==> src/rtl/mem_pkg.sv <==
// Shared types and sizing for the memory stage: FSM states, datapath widths, watchdog limit.
package mem_pkg;

   localparam int unsigned WORD_W      = 32;
   localparam int unsigned VEC_W       = 128;
   localparam int unsigned BEATS_VEC   = 4;
   localparam int unsigned TIMEOUT_MAX = 255;

   typedef enum logic [1:0] {
      IDLE,
      ACCESS,
      DONE
   } state_e;

   // Byte address of a beat; wraps modulo 2^32 by construction.
   function automatic logic [WORD_W-1:0] beat_addr(input logic [WORD_W-1:0] base,
                                                   input logic [1:0]        beat);
      return base + {{(WORD_W-4){1'b0}}, beat, 2'b00};
   endfunction

endpackage

==> src/rtl/vec_lane_assembler.sv <==
// 128-bit lane register: preloaded with store data (or zero for loads), one 32-bit lane
// written per acked load beat, one lane read out per store beat.
module vec_lane_assembler
   import mem_pkg::*;
(
   input  logic              clk,
   input  logic              rst,
   input  logic              i_init_en,
   input  logic [VEC_W-1:0]  i_init,
   input  logic              i_wr_en,
   input  logic [1:0]        i_lane,
   input  logic [WORD_W-1:0] i_wdata,
   output logic [VEC_W-1:0]  o_lanes_next,
   output logic [WORD_W-1:0] o_rdata
);

   logic [VEC_W-1:0] r_lanes;

   // Exposes the register with the current beat already merged so the final beat can be
   // written back in the same edge that retires it.
   always_comb begin
      o_lanes_next = r_lanes;
      if (i_wr_en) begin
         o_lanes_next[{i_lane, 5'd0} +: WORD_W] = i_wdata;
      end
   end

   assign o_rdata = r_lanes[{i_lane, 5'd0} +: WORD_W];

   always_ff @(posedge clk or negedge rst) begin
      if (!rst) begin
         r_lanes <= '0;
      end else if (i_init_en) begin
         r_lanes <= i_init;
      end else begin
         r_lanes <= o_lanes_next;
      end
   end

endmodule

==> src/rtl/memory_module.sv <==
// Pipeline memory stage: ALU pass-through or 1/4-beat 32-bit memory access with stall.
// Optional access watchdog and sticky mem_err port enabled by defining MEM_TIMEOUT_EN.
module memory_module
   import mem_pkg::*;
(
   input  logic              clk,
   input  logic              rst,
   input  logic              valid_in,
   input  logic              MemRd,
   input  logic              MemWr,
   input  logic              RegWr_in,
   input  logic              VF_in,
   input  logic [3:0]        R_V_dest_in,
   input  logic [WORD_W-1:0] ALURES,
   input  logic [VEC_W-1:0]  ALURES1,
   input  logic [VEC_W-1:0]  R3_V3,
   output logic              stall,
   output logic              mem_req,
   output logic              mem_we,
   output logic [WORD_W-1:0] mem_addr,
   output logic [WORD_W-1:0] mem_wdata,
   input  logic              mem_ack,
   input  logic [WORD_W-1:0] mem_rdata,
   output logic              valid_out,
   output logic              RegWr_out,
   output logic              VF,
   output logic [3:0]        R_V_dest,
   output logic [VEC_W-1:0]  ResRV
`ifdef MEM_TIMEOUT_EN
   ,
   output logic              mem_err
`endif
);

   state_e            r_state, w_state_next;
   logic [1:0]        r_beat;
   logic [WORD_W-1:0] r_base;
   logic              r_is_vec, r_is_store, r_regwr, r_vf_op;
   logic [3:0]        r_dest_op;
   logic              r_valid_out, r_regwr_out, r_vf;
   logic [3:0]        r_dest;
   logic [VEC_W-1:0]  r_resrv;

   logic              w_access, w_accept, w_start, w_alu, w_last;
   logic              w_beat_ack, w_done_ok, w_timeout;
   logic [VEC_W-1:0]  w_lanes_next;
   logic [WORD_W-1:0] w_lane_rdata;

   assign w_access   = (r_state == ACCESS);
   // DONE accepts new work exactly like IDLE, giving back-to-back operations.
   assign w_accept   = rst && valid_in && !w_access;
   assign w_start    = w_accept && (MemRd || MemWr);
   assign w_alu      = w_accept && !(MemRd || MemWr);
   assign w_beat_ack = w_access && mem_ack;
   assign w_last     = r_is_vec ? (r_beat == 2'(BEATS_VEC - 1)) : (r_beat == 2'd0);
   assign w_done_ok  = w_beat_ack && w_last;

`ifdef MEM_TIMEOUT_EN
   logic [7:0] r_wdog;
   logic       r_mem_err;

   assign w_timeout = w_access && !mem_ack && (r_wdog == 8'(TIMEOUT_MAX - 1));
   assign mem_err   = r_mem_err;

   always_ff @(posedge clk or negedge rst) begin
      if (!rst) begin
         r_wdog    <= '0;
         r_mem_err <= 1'b0;
      end else begin
         if (!w_access || mem_ack) begin
            r_wdog <= '0;
         end else begin
            r_wdog <= r_wdog + 8'd1;
         end
         if (w_timeout) begin
            r_mem_err <= 1'b1;
         end
      end
   end
`else
   assign w_timeout = 1'b0;
`endif

   always_comb begin
      w_state_next = r_state;
      unique case (r_state)
         IDLE, DONE: w_state_next = w_start ? ACCESS : IDLE;
         ACCESS:     if (w_done_ok || w_timeout) w_state_next = DONE;
         default:    w_state_next = IDLE;
      endcase
   end

   assign stall     = w_access || w_start;
   assign mem_req   = w_access;
   assign mem_we    = w_access && r_is_store;
   assign mem_addr  = w_access ? beat_addr(r_base, r_beat) : '0;
   assign mem_wdata = (w_access && r_is_store) ? w_lane_rdata : '0;

   assign valid_out = r_valid_out;
   assign RegWr_out = r_regwr_out;
   assign VF        = r_vf;
   assign R_V_dest  = r_dest;
   assign ResRV     = r_resrv;

   vec_lane_assembler u_lanes (
      .clk          (clk),
      .rst          (rst),
      .i_init_en    (w_start),
      .i_init       ((MemWr && !MemRd) ? R3_V3 : '0),
      .i_wr_en      (w_beat_ack && !r_is_store),
      .i_lane       (r_beat),
      .i_wdata      (mem_rdata),
      .o_lanes_next (w_lanes_next),
      .o_rdata      (w_lane_rdata)
   );

   always_ff @(posedge clk or negedge rst) begin
      if (!rst) begin
         r_state     <= IDLE;
         r_beat      <= '0;
         r_base      <= '0;
         r_is_vec    <= 1'b0;
         r_is_store  <= 1'b0;
         r_regwr     <= 1'b0;
         r_vf_op     <= 1'b0;
         r_dest_op   <= '0;
         r_valid_out <= 1'b0;
         r_regwr_out <= 1'b0;
         r_vf        <= 1'b0;
         r_dest      <= '0;
         r_resrv     <= '0;
      end else begin
         r_state     <= w_state_next;
         r_valid_out <= 1'b0;
         if (w_alu) begin
            r_valid_out <= 1'b1;
            r_regwr_out <= RegWr_in;
            r_vf        <= VF_in;
            r_dest      <= R_V_dest_in;
            r_resrv     <= ALURES1;
         end
         if (w_start) begin
            r_beat     <= '0;
            r_base     <= ALURES;
            r_is_vec   <= VF_in;
            r_is_store <= MemWr && !MemRd;
            r_regwr    <= RegWr_in;
            r_vf_op    <= VF_in;
            r_dest_op  <= R_V_dest_in;
         end
         if (w_beat_ack) begin
            r_beat <= r_beat + 2'd1;
         end
         if (w_done_ok) begin
            r_valid_out <= 1'b1;
            r_regwr_out <= r_regwr && !r_is_store;
            r_vf        <= r_vf_op;
            r_dest      <= r_dest_op;
            if (!r_is_store) begin
               r_resrv <= w_lanes_next;
            end
         end
         if (w_timeout) begin
            r_valid_out <= 1'b1;
            r_regwr_out <= 1'b0;
            r_vf        <= r_vf_op;
            r_dest      <= r_dest_op;
         end
      end
   end

endmodule

==> config.mk <==
export PLATFORM = sky130hd
export DESIGN_NAME = memory_module
export DESIGN_NICKNAME = d
export VERILOG_FILES = /design/src/rtl/mem_pkg.sv /design/src/rtl/vec_lane_assembler.sv /design/src/rtl/memory_module.sv
export SDC_FILE = /design/constraint.sdc
export NUM_CORES = 1
export LEC_CHECK = 0
export ABC_AREA = 1
export BUFFER_PORTS_ARGS = -buffer_cell sky130_fd_sc_hd__buf_2
export CORE_AREA = 3 3 208 210
export CTS_BUF_LIST = sky130_fd_sc_hd__clkbuf_8
export CTS_CLUSTER_DIAMETER = 80
export DETAILED_ROUTE_END_ITERATION = 16
export DIE_AREA = 0 0 211 213
export HOLD_SLACK_MARGIN = 0.02
export PLACE_DENSITY = 0.65
export SYNTH_ARGS = -nofsm -noshare
export SYNTH_HDL_FRONTEND = slang
export SYNTH_SLANG_ARGS = --single-unit
==> constraint.sdc <==
create_clock -name clk -period 2.72 [get_ports clk]
set_input_delay 0.272 -clock clk [delete_from_list [all_inputs] [get_ports clk]]
set_output_delay 0.272 -clock clk [all_outputs]
set_load 0.01 [all_outputs]
==> flow_summary.ini <==
[synth]
syn_area_per_cell_um2 = 6.65
synth_compound_area_share_pct = 11.5
synth-seq-cells = 306
synthAdderAreaFrac_pct = 0.612
synth_cells = 2645
synthesis.nets = 2985
mappedNetlistArea_um2 = 17600
synth_mux_area_share_pct = 0
synth_top_cell_area_share_pct = 43.6
synth_cell_types = 30
ys_warn_count = 0
synthSimpleGateAreaFrac_pct = 35.5
synth_top_family_by_area = simple AND/OR/NAND/NOR gates
yosysSeqAreaShare_pct = 43.6
yosys.area.top_type = dfrtp_1
synthXorXnorAreaFrac_pct = 0.0996
yosys-top-cells-area = dfrtp_1 (44%), nand2_1 (27%), o211ai_1 (5.5%), nor2_1 (4.7%), inv_1 (4.5%)

[timing]
hold_viol_final = 0
skew_ns = 0.0151
period_share_pct = 97.6
slew_headroom_pct = 38.8
layout_setup_ws_ns = 0.0645
maxSlewViolCount = 0
tightestPinTransition_ns = 0.919
rsz0062_at_grt = yes
period_minus_slack_ns = 2.66
fin_setup_tns_ns = 0
fmax_mhz = 377
finalSetupViolCount = 0

[run_status]
status = complete, no violations

[critical_path]
path_max_fanout = 29
arrival_ns = 2.38
slowest_delay_ns = 0.45
crit_chain = clkinv_1 -> buf_4 -> nor2_1 -> o21ai_0 -> a21oi_1 -> buf_2
worstSetupPathType = reg2out
cp.required_ns = 2.45
cp_slowest_cell = dfrtp_2
worst_setup_path_end_kind = output pin
startpoint_type = register

[cts]
cts-htree-levels = 2
cts_root_buf = clkbuf_8
worst_skew_pair.late_latency_ns = 0.64
cts_buffers = 55
cts_tree = built
path_clk_slew_ns = 0.06
cts_buffer_depth = 3
cts_sinks = 306

[die]
io_pins = 534
rows = 75
core_um2 = 41800
die_width_um = 211
die_area_um2 = 44900
die_h_um = 213
initial_utilization_pct = 42.1

[cells_and_area]
drive_gt1_share_pct = 21.3
num-fill-cells = 3876
postLayoutCoreUtil_pct = 60.3
syn2layout_area_growth_pct = 43.2
finalNetCount = 3769

[pwr]
p_leak_nw = 13.6
vdd_drop_max_mv = 0.575
pwr_density_cell_nw_per_um2 = 942
total_power_w = 0.0237

[global_route]
grt_pass1_vias = 20600
track_usage_pct = 36.1
grt_max_degree = 151
grt-ovfl-total = 0
grt_pass1_wl_um = 124000
antenna_found_initial = 14

[routing]
post-route-drc-count = 0
via_per_inst = 5.23
routed-via-count = 21000
drtAntennaViolNets = 0
wire_per_inst_um = 20.9
drt_iter0_drc = 1997
postRouteWirelength_um = 83700
drt_pass1_iterations = 5

[placed_design]
gp_congestion = 0.931
dp_slack_ns = 0.242
dpl.hpwl_um = 60700
portBuffers = 533

[flow_run]
cap_violations = 0

[worst_hold_path]
hold_class = in2reg
repair_timing:
action,CTS,global route
hold endpoints to repair,408,0
buffers inserted,2,5
hold buffers,298,0
gates resized for setup,30,36
endpoints found under the setup margin,27,46
pin swaps,6,8
routing by layer:
metal	up-vias	share of wire (%)	GRT usage (%)	wire length [µm]
met5	-	0.097	0	81
met3	220	9.7	10.1	8120
li1	9802	-	-	-
met2	1115	45	57.1	37500
met1	9826	41	46.8	34100
met4	12	4.8	15.4	3990
synth_stat cells:
cell type,count
o21bai_1,1
ha_1,7
nor3_2,1
nand2_2,3
o22ai_1,2
nor2_2,6
buf_2,73
nor2_1,220
xnor2_1,1
nand2_4,1
nand2_1,1264
o21ai_0,97
buf_1,26
fa_1,1
a21oi_1,79
o211ai_1,128
nand4_1,3
dfrtp_1,306
xor2_1,1
buf_4,1
inv_2,6
nor2_4,3
clkinv_1,2
nand3_1,98
o21ai_1,31
nand3_2,1
nor3_1,7
clkbuf_1,62
inv_1,213
nand4_2,1
final timing paths:
kind | startpoint | to | slack (ns) | cells after the start
min reg2reg | r_regwr | r_regwr | 0.48 | 2
min | mem_rdata[30] | u_lanes.r_lanes[30] | 0.08 | 5
max | r_beat[1] | mem_wdata[23] | 0.06 | 6
max reg2reg | r_beat[1] | ResRV[122] | 0.25 | 10
max in group asynchronous | rst | u_lanes.r_lanes[66] | 1.17 | 4
min in group asynchronous | rst | ResRV[84] | 0.26 | 3
kinds of logic (layout without fill, tap and decap cells):
logic type	after synthesis	in the layout
AND/OR/NAND/NOR	1608	1608
flip-flops	306	306
XOR/XNOR	2	2
adder cells (fa/ha/maj)	8	8
other	0	8
AO/OA/AOI/OAI	338	338
buffers and inverters	383	1204
cell type report:
class | instances | area (µm²) | share of cell area, %
Clock buffer | 66 | 908 | 3.61
Clock inverter | 28 | 146 | 0.582
Sequential cell | 306 | 7660 | 30.4
Inverter | 221 | 840 | 3.34
Tap cell | 539 | 674 | 2.68
Antenna cell | 8 | 20.0 | 0.0795
Timing Repair Buffer | 889 | 6280 | 25.0
Multi-Input combinational cell | 1956 | 8640 | 34.3
through the flow:
stage	hold WS, ns	cell area, µm²	std cells
after global placement	0.348	20800	3606
after detailed placement	0.345	20800	3606
after floorplan	-0.0236	17600	2645
final	0.0819	25200	4013
after global routing	0.0648	25200	4011
after CTS	0.0211	25000	4000
report_power, final:
group	leakage, nW	internal, W	switching [W]
logic	9.08	0.00406	0.00737
registers	3.90	0.00651	0.00143
clock network	0.615	0.00227	0.00206
sequential cells by signal (all words and copies together), names as in the netlist:
signal,flops
r_beat,2
r_is_store,1
R_V_dest,4
valid_out,1
RegWr_out,1
ResRV,128
r_vf_op,1
VF,1
r_dest_op,4
r_regwr,1
r_base,32
u_lanes.r_lanes,128
r_state,2
cell usage in the layout, fill, tap and decap left out, drive strengths merged:
cell type,n
o21bai,1
o211ai,128
clkbuf,66
nand4,4
nand3,99
dfrtp,306
nor3,8
o21ai,128
clkinvlp,2
fa,1
nand2,1268
bufinv,1
dlygate4sd3,298
inv,233
diode,8
xor2,1
ha,7
a21oi,79
o22ai,2
nor2,229
buf,591
xnor2,1
clkinv,13
critical path: cells and delay by family, from the launching register on:
kind / cells / cell delay [ns]
simple gates: 1 / 0.33
compound gates: 2 / 0.36
flops: 1 / 0.45
buf+inv: 3 / 0.59
No activity file was read; power rests on OpenSTA's default activity.
